===== src/rtl/gsr_pur_pkg.sv =====
// rtl/gsr_pur_pkg.sv - shared types and default constants for the global reset generator
// Purpose: GSR FSM state encoding and default timing constants for gsr_pur_assign_gen.
// Ports: none (package).
package gsr_pur_pkg;

    localparam int PUR_CYC_DEF     = 16;
    localparam int GSR_MIN_CYC_DEF = 4;
    localparam int SYNC_STAGES_DEF = 2;

    typedef enum logic [1:0] {
        IDLE   = 2'd0,
        ASSERT = 2'd1,
        HOLD   = 2'd2
    } gsr_state_t;

endpackage


===== src/rtl/gsr_pur_sync.sv =====
// rtl/gsr_pur_sync.sv - multi-flop synchronizer for an active-low asynchronous request
// Purpose: brings an asynchronous active-low input into the clkin_out domain.
// Ports:
//   clkin_out  in   clock
//   RST_int    in   synchronous active-high reset; every stage resets to 1 (inactive)
//   d          in   asynchronous input
//   q          out  synchronized output, STAGES edges behind d
module gsr_pur_sync #(
    parameter int STAGES = 2
) (
    input  logic clkin_out,
    input  logic RST_int,
    input  logic d,
    output logic q
);

    logic [STAGES-1:0] sync_ff;

    always_ff @(posedge clkin_out) begin
        if (RST_int) begin
            sync_ff <= '1;
        end else begin
            sync_ff <= {sync_ff[STAGES-2:0], d};
        end
    end

    assign q = sync_ff[STAGES-1];

endmodule


===== src/rtl/gsr_pur_assign_gen.sv =====
// rtl/gsr_pur_assign_gen.sv - generator of the active-low GSR_sig and PUR_sig global reset nets
// Purpose: holds PUR_sig low for PUR_CYC cycles after RST release; GSR_sig follows PUR_sig
//   one edge later and, with GSR_PUR_REQ_EN defined, can also be pulsed low by GSRN_REQ
//   for at least GSR_MIN_CYC cycles. Without GSR_PUR_REQ_EN, GSRN_REQ is ignored.
// Ports:
//   CLK       in   single clock
//   RST       in   synchronous active-high reset
//   GSRN_REQ  in   asynchronous active-low GSR request
//   GSR_sig   out  active-low global set/reset, registered
//   PUR_sig   out  active-low power-up reset, registered
module gsr_pur_assign_gen
    import gsr_pur_pkg::*;
#(
    parameter int PUR_CYC     = PUR_CYC_DEF,
    parameter int GSR_MIN_CYC = GSR_MIN_CYC_DEF,
    parameter int SYNC_STAGES = SYNC_STAGES_DEF
) (
    input  logic CLK,
    input  logic RST,
    input  logic GSRN_REQ,
    output logic GSR_sig,
    output logic PUR_sig
);

    localparam int PUR_W = $clog2(PUR_CYC + 1);
    localparam logic [PUR_W-1:0] PUR_MAX = PUR_W'(PUR_CYC);

    logic [PUR_W-1:0] pur_cnt;
    logic [PUR_W-1:0] pur_cnt_nxt;

    // Saturating power-up counter; PUR_sig releases on the edge the count reaches PUR_CYC.
    always_comb begin
        pur_cnt_nxt = pur_cnt;
        if (pur_cnt < PUR_MAX) begin
            pur_cnt_nxt = pur_cnt + 1'b1;
        end
    end

    always_ff @(posedge CLK) begin
        if (RST) begin
            pur_cnt <= '0;
            PUR_sig <= 1'b0;
        end else begin
            pur_cnt <= pur_cnt_nxt;
            PUR_sig <= (pur_cnt_nxt == PUR_MAX);
        end
    end

`ifdef GSR_PUR_REQ_EN

    // A width of at least one bit keeps GSR_MIN_CYC=1 legal.
    localparam int GSR_W = (GSR_MIN_CYC > 1) ? $clog2(GSR_MIN_CYC) : 1;
    localparam logic [GSR_W-1:0] GSR_LAST = GSR_W'(GSR_MIN_CYC - 1);

    logic             req_s;
    gsr_state_t       state;
    gsr_state_t       state_nxt;
    logic [GSR_W-1:0] gsr_cnt;
    logic [GSR_W-1:0] gsr_cnt_nxt;

    gsr_pur_sync #(
        .STAGES (SYNC_STAGES)
    ) u_sync (
        .clkin_out (CLK),
        .RST_int   (RST),
        .d         (GSRN_REQ),
        .q         (req_s)
    );

    // The counter holds at GSR_LAST on the exit edge so it never wraps.
    always_comb begin
        state_nxt   = state;
        gsr_cnt_nxt = gsr_cnt;
        case (state)
            IDLE: begin
                if (!req_s) begin
                    state_nxt   = ASSERT;
                    gsr_cnt_nxt = '0;
                end
            end
            ASSERT: begin
                if (gsr_cnt == GSR_LAST) begin
                    state_nxt = req_s ? IDLE : HOLD;
                end else begin
                    gsr_cnt_nxt = gsr_cnt + 1'b1;
                end
            end
            HOLD: begin
                if (req_s) begin
                    state_nxt = IDLE;
                end
            end
            default: state_nxt = IDLE;
        endcase
    end

    // The FSM runs during PUR too; the PUR_sig term masks any request at the output.
    always_ff @(posedge CLK) begin
        if (RST) begin
            state   <= IDLE;
            gsr_cnt <= '0;
            GSR_sig <= 1'b0;
        end else begin
            state   <= state_nxt;
            gsr_cnt <= gsr_cnt_nxt;
            GSR_sig <= (state_nxt == IDLE) && PUR_sig;
        end
    end

`else

    logic unused_gsrn_req;
    assign unused_gsrn_req = GSRN_REQ;

    always_ff @(posedge CLK) begin
        if (RST) begin
            GSR_sig <= 1'b0;
        end else begin
            GSR_sig <= PUR_sig;
        end
    end

`endif

endmodule


===== config.mk =====
export PLATFORM = sky130hd
export DESIGN_NAME = gsr_pur_assign_gen
export DESIGN_NICKNAME = d
export VERILOG_FILES = /design/src/rtl/gsr_pur_pkg.sv /design/src/rtl/gsr_pur_sync.sv /design/src/rtl/gsr_pur_assign_gen.sv
export SDC_FILE = /design/constraint.sdc
export NUM_CORES = 1
export LEC_CHECK = 0
export ABC_AREA = 0
export CORE_AREA = 2 2 39 41
export DETAILED_ROUTE_END_ITERATION = 16
export DIE_AREA = 0 0 41 43
export SYNTH_ARGS = -nofsm -noshare
export SYNTH_HDL_FRONTEND = slang
export SYNTH_HIERARCHICAL = 1
export SYNTH_SLANG_ARGS = --single-unit

===== constraint.sdc =====
create_clock -name CLK -period 1.33 [get_ports CLK]
set_clock_uncertainty 0.1 [all_clocks]
set_input_delay 0.266 -clock CLK [delete_from_list [all_inputs] [get_ports CLK]]
set_output_delay 0.266 -clock CLK [all_outputs]
set_load 0.01 [all_outputs]

[After elaboration in Yosys (flattened, before gate mapping)]
Cells that the tools add are included.
Storage, ports and cells
  register bits: 7
  input port bits: 3
  output and inout port bits: 2
  word-level logic and storage cells: 7
Cells by class
  add/subtract/negate cells: 1
  magnitude comparators: 1
  equal/unequal tests: 1
  multiplexer cells: 1
Operators with widths (number)
  5-bit by 1-bit adder with 5-bit output (second input constant): 1
  5-bit == test (second input constant): 1
  5-bit less-than comparator (second input constant): 1
  5-bit two-way mux: 1

[Logic depth before layout (Yosys ltp)]
Gate-level depths: netlist of run 1.
  word-level depth: 3
  gate-level depth with buffers: 4
  mapped depth without buffers: 4

[Worst setup path after synthesis of run 1]
OpenSTA, ideal clock, no wires.
  path type: register to register
  start point: register pur_cnt[0]
  end point: register PUR_sig
  setup time: 0.058 ns
  arrival time: 1.058 ns
  data required time: 1.172 ns
  slack: 0.114 ns
  cell stages (with the launch flop): 5
  path buffers: 0
  period minus slack after synthesis: 1.216 ns
  cells stage by stage: dfxtp_1 ha_1 xor2_1 nor4b_2 o211a_1
Between the ends
  cells in the longest elaborated chain, start to end: 3
  elaborated cells on any way between the ends: 4
  those cells by class: add/sub: 1; order compare: 1; eq/ne: 1; mux: 1
Ends and longest elaborated chain
  start, declared: RTL line gsr_pur_assign_gen.sv:28  | logic [PUR_W-1:0] pur_cnt;
  start signal, assigned: RTL line gsr_pur_assign_gen.sv:44  | pur_cnt <= pur_cnt_nxt;
  5-bit by 1-bit adder with 5-bit output or 5-bit less-than comparator (tied branches): RTL line gsr_pur_assign_gen.sv:35, gsr_pur_assign_gen.sv:34
  5-bit two-way mux *: RTL line gsr_pur_assign_gen.sv:34  | if (pur_cnt < PUR_MAX) begin
  5-bit == test *: RTL line gsr_pur_assign_gen.sv:45  | PUR_sig <= (pur_cnt_nxt == PUR_MAX);
  end signal, assigned: RTL line gsr_pur_assign_gen.sv:45
  end, declared: RTL line gsr_pur_assign_gen.sv:22  | output logic PUR_sig
Every way passes the cells marked *; elsewhere a longest branch is shown, timed or not.
A chain may end at the register's enable or synchronous reset.

[Final worst setup path of run 1]
  start point: register pur_cnt[1]
  end point: register PUR_sig
Same word-level chain as after synthesis.

==> results of run 1 <==
## how the worst max path moves through the flow
stage | startpoint | end | cells past startpoint
floorplan | pur_cnt[0] | PUR_sig | 4
global placement | pur_cnt[1] | PUR_sig | 4
detailed placement | pur_cnt[1] | PUR_sig | 4
CTS | pur_cnt[1] | PUR_sig | 4
global route | pur_cnt[1] | PUR_sig | 4
finish | pur_cnt[1] | PUR_sig | 4
## per-stage QoR
step | util (%) | TNS, ns
2_1_floorplan | - | 0
3_3_place_gp | 24.8 | 0
3_5_place_dp | 24.8 | 0
4_1_cts | 26.5 | 0
5_1_grt | 28.1 | -0.0529
6_report | 28.1 | 0
## metal layers
metal / global-route usage [%] / vias up / part of all wire (%) / wire length [um]
met2: 9.06 / 7 / 44 / 215
met3: 7.85 / 0 / 8.9 / 43
met1: 8.09 / 92 / 47 / 226
met4: 6.00 / 0 / 0 / 0
met5: 0 / - / 0 / 0
li1: - / 107 / - / -
## power by group
group	internal [W]	switching, W
sequential	0.000220	0.0000102
combinational	0.0000308	0.0000211
clock	0.000114	0.0000782
total	0.000365	0.000110
## flip-flops by register name (all words and copies together) (netlist names)
register,count
GSR_sig,1
PUR_sig,1
pur_cnt,5
## synthesized netlist by cell type
master | count | area share (%)
nor2b_1 | 2 | 4.3
a31oi_1 | 1 | 2.2
mux2i_1 | 1 | 3.5
nand4b_1 | 1 | 3.0
dfxtp_1 | 7 | 48
ha_1 | 1 | 4.3
xnor2_1 | 1 | 3.0
buf_6 | 1 | 3.9
nor4b_2 | 1 | 5.2
nor2_1 | 5 | 6.5
nor4b_1 | 1 | 3.0
o211a_1 | 1 | 3.5
xor2_1 | 3 | 9.1
## final cells by class
| type | instances | share of cell area, % |
|---|---|---|
| multi-input combinational | 18 | 38.6 |
| clock buffer | 4 | 6.75 |
| timing repair buffer | 6 | 12.9 |
| sequential | 7 | 36.7 |
| tap | 16 | 5.14 |
## cells by family after synthesis
family                   synth area share, %
multiplexers                            3.46
adder cells (fa/ha/maj)                 4.33
buffers and inverters                   3.90
flip-flops                              48.5
AND/OR/NAND/NOR                         22.1
XOR/XNOR                                12.1
AO/OA/AOI/OAI                           5.63
## worst max-delay path, cell delays in order, from the launching register on
cell     delay (ns)
dfxtp_2        0.34
ha_4           0.16
xor2_1         0.16
nor4b_2        0.30
o211a_1        0.19
## timing repair
action / 4_1_cts / 5_1_grt
gates resized for setup: 2 / 4
setup endpoints to repair: 2 / 1
pin swaps: 0 / 2
setup buffers: 0 / 1
endpoints found under the hold margin: 0 / 0
==> tab_implementation.tex, run 1 <==
\begin{tabular}{lr}
\hline
Metric & Value \\
\hline
\multicolumn{2}{l}{\textbf{Status}} \\
Result of the run & finished clean \\
\multicolumn{2}{l}{\textbf{Detailed routing}} \\
Number of nets with antenna violations after routing & 0 \\
TritonRoute pass-1 iters & 4 \\
Drt total wl & 485 um \\
Overall via count from detail\_route & 206 \\
Final routed DRC violation total & 0 \\
Number of vias per cell after detailed routing & 4.04 \\
Drt first-iter violations & 3 \\
Post-DR wirelength/cell & 9.51 um \\
\multicolumn{2}{l}{\textbf{Die}} \\
Vertical die dimension & 43 um \\
Horiz. Die Dim & 41 um \\
Initial core utilization & 20.9\% \\
Total Die Area & 0.00176 mm2 \\
Floorplan core area & 0.00138 mm2 \\
Total I/O pin count & 5 \\
Num rows & 14 \\
\multicolumn{2}{l}{\textbf{Pwr}} \\
Pleak & 0.170 nW \\
Worst-case vdd ir drop & 523 uV \\
Total power density per cell area & 1220 mW/mm2 \\
Sum of internal, switching and leakage power & 0.000475 W \\
\multicolumn{2}{l}{\textbf{Flow run}} \\
Max-cap check violation count & 0 \\
\multicolumn{2}{l}{\textbf{Logic synthesis}} \\
Synthesized net count & 30 \\
Sequential share of the synthesized area & 48.5\% \\
Synthesis-stage register bit count & 7 \\
Area of the mapped netlist & 289 um2 \\
Syn Inst Count & 26 \\
Per-instance average area after synthesis & 11.1 um2 \\
Yosys Warn Count & 6 \\
Netlist cell types & 13 \\
\multicolumn{2}{l}{\textbf{Worst setup path}} \\
Nature of the critical path endpoint & flip-flop \\
Worst-case register-to-register setup slack & 0.02 ns \\
Critical Setup Path Class & flip-flop to flip-flop \\
Data arrival time of the critical path & 1.40 ns \\
Worst Setup Start Kind & flip-flop \\
Worst flop-to-flop path endpoint & PUR\_sig \\
Reg-to-reg critical path startpoint & pur\_cnt[1] \\
Highest net fanout along the worst path & 3 \\
Worst r2r path cells & 4 \\
Data required time at the worst endpoint & 1.43 ns \\
\multicolumn{2}{l}{\textbf{Finish}} \\
Final non-filler cell area & 389 um2 \\
Layout cell share with drive strength beyond 1 & 28.6\% \\
Synth-to-layout area growth & 34.6\% \\
Net count of the finished layout & 40 \\
Area occupied by multi-input gates & 150 um2 \\
Final Non-Filler Cells & 51 \\
Filler cell count & 142 \\
Most frequent cells in the layout & 5 x dfxtp\_1, 5 x nor2\_1, 3 x xor2\_1, 3 x clkbuf\_4, 3 x buf\_4 \\
ANT cells & 0 \\
Register area & 143 um2 \\
\multicolumn{2}{l}{\textbf{Clock network}} \\
Clock-pin slew reported for the worst setup and hold paths after clock tree synthesis & 0.05 ns \\
Library cell used as clock root buffer & clkbuf\_4 \\
\# clock sinks & 7 \\
Clock latency at the later pin of the worst-skew pair & 0.25 ns \\
TritonCTS clock tree & built \\
Total of hold buffers inserted after clock tree synthesis & 0 \\
CTS HTree Levels & 1 \\
Number of CTS-inserted buffers & 3 \\
Maximum root-to-sink buffer count & 2 \\
\multicolumn{2}{l}{\textbf{Placed design}} \\
DP Wirelength & 321 um \\
\# port buffers & 3 \\
Worst-case setup slack after placement & 0.0570 ns \\
Final weighted congestion in routability-driven placement & 0.695 \\
Placed Instances & 46 \\
Placed Instance Area & 343 um2 \\
\multicolumn{2}{l}{\textbf{Hold path}} \\
Worst Hold Launch & PUR\_sig \\
Type of the worst min-delay path & flip-flop to flip-flop \\
Number of instances on the worst hold path & 1 \\
Hold path endpoint & GSR\_sig \\
\multicolumn{2}{l}{\textbf{STA}} \\
Fmax achieved & 0.766 GHz \\
Post-route minimum period & 1.31 ns \\
Final Max Slew Viols & 0 \\
Final Cycle Share & 98.2\% \\
Number of hold violations in the final report & 0 \\
Pin slew with the least headroom to its limit & 0.284 ns \\
Worst hold-check slack & 0.356 ns \\
Slew Limit Headroom & 80.8\% \\
Worst setup slack after layout & 0.0241 ns \\
RSZ-0062 raised after global routing & yes \\
Final setup violation count & 0 \\
\multicolumn{2}{l}{\textbf{Global route}} \\
Vias in the first global route & 205 \\
Maximum number of pins on one net before global-route repair & 8 \\
Total gr overflow & 0 \\
First-pass GRT wire length & 828 um \\
Global-route total usage across every layer & 7.85\% \\
Initial antenna violation count & 0 \\
\hline
\end{tabular}
Power figures use the tool's default switching activity.
==> run 2: changes to the inputs <==
- DONT_BUFFER_PORTS: default -> 1
==> tab_implementation.tex, run 2 (synthesis results as in run 1) <==
\begin{tabular}{lr}
\hline
Metric & Value \\
\hline
\multicolumn{2}{l}{\textbf{Status}} \\
Result of the run & finished clean \\
\multicolumn{2}{l}{\textbf{Hold path}} \\
Type of the worst min-delay path & flip-flop to flip-flop \\
\multicolumn{2}{l}{\textbf{Finish}} \\
Most frequent cells in the layout & 6 x dfxtp\_1, 5 x nor2\_1, 3 x xor2\_1, 3 x clkbuf\_4, 2 x nor2b\_1 \\
Most flop-heavy register & pur\_cnt \\
ANT cells & 0 (unchanged) \\
Most common cell after layout, fill and taps aside & dfxtp\_1 \\
Biggest regs & pur\_cnt x5, GSR\_sig x1, PUR\_sig x1 \\
Synth-to-layout area growth & 19.5\% \\
Largest register FFs & 5 (unchanged) \\
Layout cell share with drive strength beyond 1 & 22.6\% (-6.0 points) \\
Final Non-Filler Cells & 47 (-7.8\%) \\
Net count of the finished layout & 36 (-10\%) \\
Filler cell count & 146 (+2.8\%) \\
\multicolumn{2}{l}{\textbf{Clock network}} \\
Maximum root-to-sink buffer count & 2 (unchanged) \\
\# clock sinks & 7 (unchanged) \\
Clock-pin slew reported for the worst setup and hold paths after clock tree synthesis & 0.05 ns (about the same) \\
Setup bufs post-CTS & 0 (unchanged) \\
TritonCTS clock tree & built \\
Clock latency at the later pin of the worst-skew pair & 0.25 ns (about the same) \\
Number of CTS-inserted buffers & 3 (unchanged) \\
CTS HTree Levels & 1 (unchanged) \\
Library cell used as clock root buffer & clkbuf\_4 \\
\multicolumn{2}{l}{\textbf{Detailed routing}} \\
Number of nets with antenna violations after routing & 0 (unchanged) \\
Final routed DRC violation total & 0 (unchanged) \\
TritonRoute pass-1 iters & 4 (unchanged) \\
Overall via count from detail\_route & 199 (-3.4\%) \\
Post-DR wirelength/cell & 10.1 um (+6.7\%) \\
Drt total wl & 477 um (-1.6\%) \\
Number of vias per cell after detailed routing & 4.23 (+4.8\%) \\
Drt first-iter violations & 3 (unchanged) \\
\multicolumn{2}{l}{\textbf{STA}} \\
Final Max Slew Viols & 0 (unchanged) \\
Pin slew with the least headroom to its limit & 0.283 ns (-0.000591 ns) \\
RSZ-0062 raised after global routing & no \\
Worst hold-check slack & 0.404 ns (+0.0480 ns) \\
Setup TNS & 0 ns (unchanged) \\
Worst setup slack after layout & 0.0664 ns (+0.0423 ns) \\
Final Cycle Share & 95.0\% (-3.2 points) \\
Number of hold violations in the final report & 0 (unchanged) \\
Post-route minimum period & 1.26 ns (-0.0423 ns) \\
Slew Limit Headroom & 80.9\% (about the same) \\
Fmax achieved & 0.791 GHz (+3.3\%) \\
Final setup violation count & 0 (unchanged) \\
\multicolumn{2}{l}{\textbf{Worst setup path}} \\
CP peak stage delay & 0.33 ns (about the same) \\
Worst Setup Start Kind & flip-flop \\
Nature of the critical path endpoint & flip-flop \\
Data required time at the worst endpoint & 1.42 ns (about the same) \\
Highest net fanout along the worst path & 4 (+1) \\
Critical Path, Cell by Cell & ha\_2, xor2\_1, nor4b\_2, o211a\_1 \\
Critical Setup Path Class & flip-flop to flip-flop \\
Slowest stage cell on the critical path & dfxtp\_2 \\
Data arrival time of the critical path & 1.35 ns (-0.05 ns) \\
\multicolumn{2}{l}{\textbf{Placed design}} \\
Placed Instances & 42 (-8.7\%) \\
\# port buffers & 0 (-3) \\
Worst-case setup slack after placement & 0.0694 ns (+0.0124 ns) \\
Final weighted congestion in routability-driven placement & 0.772 (+11\%) \\
\multicolumn{2}{l}{\textbf{Die}} \\
Initial core utilization & 20.9\% (unchanged) \\
Floorplan core area & 0.00138 mm2 (unchanged) \\
Horiz. Die Dim & 41 um (unchanged) \\
Total I/O pin count & 5 (unchanged) \\
Vertical die dimension & 43 um (unchanged) \\
Total Die Area & 0.00176 mm2 (unchanged) \\
Num rows & 14 (unchanged) \\
\multicolumn{2}{l}{\textbf{Pwr}} \\
Pleak & 0.143 nW (-16\%) \\
Worst-case vdd ir drop & 672 uV (+28\%) \\
Total power density per cell area & 1320 mW/mm2 (+8.0\%) \\
\multicolumn{2}{l}{\textbf{Global route}} \\
Total gr overflow & 0 (unchanged) \\
First-pass GRT wire length & 765 um (-7.6\%) \\
Initial antenna violation count & 0 (unchanged) \\
Global-route total usage across every layer & 7.14\% (-0.70 points) \\
Maximum number of pins on one net before global-route repair & 8 (unchanged) \\
Vias in the first global route & 185 (-9.8\%) \\
\multicolumn{2}{l}{\textbf{Flow run}} \\
Max-cap check violation count & 0 (unchanged) \\
\hline
\end{tabular}
==> run 2: metal layers <==
metal	up-vias	wire, um	track usage [%]
met5	-	0	0
met4	0	0	2.00
met3	0	45	7.85
met2	6	229	9.38
met1	94	203	7.44
li1	99	-	-
==> run 2: worst paths after layout <==
path,from,endpoint,slack (ns),cells after the start
worst min register to register,PUR_sig,GSR_sig,0.40,1
worst max register to register,pur_cnt[1],PUR_sig,0.07,4
worst max-delay path,pur_cnt[1],PUR_sig,0.07,4
worst min-delay path,PUR_sig,GSR_sig,0.40,1
==> run 2: critical path, delay by kind of cell (launching register included) <==
kind            cells  cell delay (ns)
fa+ha+maj           1             0.19
compound gates      1             0.17
xor+xnor            1             0.17
simple gates        1             0.25
flops               1             0.33
==> run 2: through the flow <==
stage	power, W	utilization [%]	instance area, um2
after global placement	0.000263	22.1	305
after floorplan	0.000256	-	289
final	0.000455	25.0	345
after CTS	0.000462	24.7	342
after detailed placement	0.000264	22.1	305
after global routing	0.000483	25.0	345
==> run 2: final cells by class <==
cell class | instances | area, um2 | area share [%]
sequential | 7 | 141 | 40.9
timing repair buffer | 2 | 17.5 | 5.07
clock buffer | 4 | 26.3 | 7.61
multi-input combinational | 18 | 140 | 40.6
tap | 16 | 20.0 | 5.80
==> run 2: timing repair <==
item	in CTS	in global routing
hold endpoints to repair	6	0
hold buffers	1	0
resized for setup	0	2
setup endpoints to repair	0	1
==> run 2: power breakdown <==
group / switching, W / total, W / internal, W / leakage [nW]
clock network: 0.0000730 / 0.000187 / 0.000114 / 0.0150
registers: 0.00000855 / 0.000228 / 0.000219 / 0.0573
logic: 0.0000186 / 0.0000399 / 0.0000212 / 0.0703
==> run 3: changes to the inputs <==
- PLACE_DENSITY: default -> 0.35
==> tab_implementation.tex, run 3 (synthesis results as in run 1) <==
\begin{tabular}{lr}
\hline
Metric & Value \\
\hline
\multicolumn{2}{l}{\textbf{STA}} \\
Worst setup slack after layout & 0.0481 ns (-0.0182 ns) \\
RSZ-0062 raised after global routing & yes \\
Slew Limit Headroom & 82.0\% (+1.1 points) \\
Setup TNS & 0 ns (unchanged) \\
Final setup violation count & 0 (unchanged) \\
Number of hold violations in the final report & 0 (unchanged) \\
Fmax achieved & 0.780 GHz (-1.4\%) \\
Post-route minimum period & 1.28 ns (+0.0182 ns) \\
Final Max Slew Viols & 0 (unchanged) \\
Pin slew with the least headroom to its limit & 0.266 ns (-0.0165 ns) \\
Final Cycle Share & 96.4\% (+1.4 points) \\
\multicolumn{2}{l}{\textbf{Detailed routing}} \\
Drt total wl & 577 um (+21\%) \\
Final routed DRC violation total & 0 (unchanged) \\
Number of vias per cell after detailed routing & 4.30 (+1.6\%) \\
TritonRoute pass-1 iters & 4 (unchanged) \\
Post-DR wirelength/cell & 11.5 um (+14\%) \\
Number of nets with antenna violations after routing & 0 (unchanged) \\
Drt first-iter violations & 2 (-1) \\
Overall via count from detail\_route & 215 (+8.0\%) \\
\multicolumn{2}{l}{\textbf{Finish}} \\
ANT cells & 0 (unchanged) \\
Largest register FFs & 5 (unchanged) \\
Most flop-heavy register & pur\_cnt \\
Most frequent cells in the layout & 5 x dfxtp\_1, 5 x nor2\_1, 4 x buf\_4, 3 x xor2\_1, 3 x clkbuf\_4 \\
Net count of the finished layout & 39 (+8.3\%) \\
Biggest regs & pur\_cnt x5, GSR\_sig x1, PUR\_sig x1 \\
Layout cell share with drive strength beyond 1 & 32.4\% (+9.8 points) \\
Synth-to-layout area growth & 31.2\% \\
Final non-filler cell area & 379 um2 (+9.8\%) \\
\multicolumn{2}{l}{\textbf{Clock network}} \\
Clock-pin slew reported for the worst setup and hold paths after clock tree synthesis & 0.05 ns (about the same) \\
Library cell used as clock root buffer & clkbuf\_4 \\
\# clock sinks & 7 (unchanged) \\
Clock latency at the later pin of the worst-skew pair & 0.25 ns (about the same) \\
Maximum root-to-sink buffer count & 2 (unchanged) \\
TritonCTS clock tree & built \\
CTS HTree Levels & 1 (unchanged) \\
Number of CTS-inserted buffers & 3 (unchanged) \\
\multicolumn{2}{l}{\textbf{Pwr}} \\
Sum of internal, switching and leakage power & 0.000478 W (+5.1\%) \\
Pleak & 0.160 nW (+12\%) \\
Total power density per cell area & 1260 mW/mm2 (-4.3\%) \\
Worst-case vdd ir drop & 310 uV (-54\%) \\
\multicolumn{2}{l}{\textbf{Flow run}} \\
Max-cap check violation count & 0 (unchanged) \\
\multicolumn{2}{l}{\textbf{Hold path}} \\
Type of the worst min-delay path & flip-flop to flip-flop \\
\multicolumn{2}{l}{\textbf{Die}} \\
Initial core utilization & 20.9\% (unchanged) \\
Total I/O pin count & 5 (unchanged) \\
Total Die Area & 0.00176 mm2 (unchanged) \\
Floorplan core area & 0.00138 mm2 (unchanged) \\
Vertical die dimension & 43 um (unchanged) \\
Horiz. Die Dim & 41 um (unchanged) \\
Num rows & 14 (unchanged) \\
\multicolumn{2}{l}{\textbf{Status}} \\
Result of the run & finished clean \\
\multicolumn{2}{l}{\textbf{Placed design}} \\
Final weighted congestion in routability-driven placement & 0.662 (-14\%) \\
DP Wirelength & 374 um \\
\# port buffers & 0 (unchanged) \\
Worst-case setup slack after placement & 0.0752 ns (+0.00581 ns) \\
Placed Instance Area & 320 um2 (+4.9\%) \\
\multicolumn{2}{l}{\textbf{Worst setup path}} \\
Data required time at the worst endpoint & 1.43 ns (about the same) \\
Highest net fanout along the worst path & 3 (-1) \\
Data arrival time of the critical path & 1.38 ns (+0.03 ns) \\
Critical Setup Path Class & flip-flop to flip-flop \\
Worst Setup Start Kind & flip-flop \\
Nature of the critical path endpoint & flip-flop \\
\multicolumn{2}{l}{\textbf{Global route}} \\
Total gr overflow & 0 (unchanged) \\
Maximum number of pins on one net before global-route repair & 7 (-1) \\
First-pass GRT wire length & 986 um (+29\%) \\
Initial antenna violation count & 0 (unchanged) \\
Global-route total usage across every layer & 9.15\% (+2.0 points) \\
Vias in the first global route & 224 (+21\%) \\
\hline
\end{tabular}
-- run 3: routing by layer --
layer / up-vias / track usage, % / part of all wire (%)
met3: 0 / 8.38 / 8.5
li1: 106 / - / -
met2: 7 / 11.6 / 50
met1: 102 / 10.4 / 41
met4: 0 / 4.00 / 0
met5: - / 0 / 0
-- run 3: where the power goes --
group          internal [W]  switching [W]
sequential         0.000219     0.00000971
clock              0.000115      0.0000781
combinational     0.0000334      0.0000226
-- run 3: worst paths after layout --
| kind | slack [ns] | from | end | cells after the start |
|---|---|---|---|---|
| setup / recovery | 0.05 | pur_cnt[0] | PUR_sig | 4 |
| hold / removal | 0.41 | PUR_sig | GSR_sig | 1 |
| setup reg to reg | 0.05 | pur_cnt[0] | PUR_sig | 4 |
| hold reg to reg | 0.41 | PUR_sig | GSR_sig | 1 |
-- run 3: stage by stage --
stage / cells / hold slack, ns / utilization [%]
2_1_floorplan: 26 / 0.238 / -
3_3_place_gp: 44 / 0.239 / 23.1
3_5_place_dp: 44 / 0.241 / 23.1
4_1_cts: 49 / 0.415 / 25.8
5_1_grt: 50 / 0.441 / 27.4
6_report: 50 / 0.409 / 27.4
-- run 3: repair_timing --
item,4_1_cts,5_1_grt
hold buffers,1,0
setup endpoints to repair,0,1
resized for setup,0,4
buffers inserted,0,1
endpoints found under the hold margin,6,0
-- run 3: layout make-up --
class,instances,area (um2)
clock buffer,4,26.3
fill,153,1000
multi-input combinational,18,150
sequential,7,143
tap,16,20.0
timing repair buffer,5,40.0
-- run 3: worst max-delay path, cell delays in order, from the launching register on --
cell     delay, ns
dfxtp_2       0.33
ha_4          0.16
xor2_1        0.16
nor4b_2       0.29
o211a_1       0.19
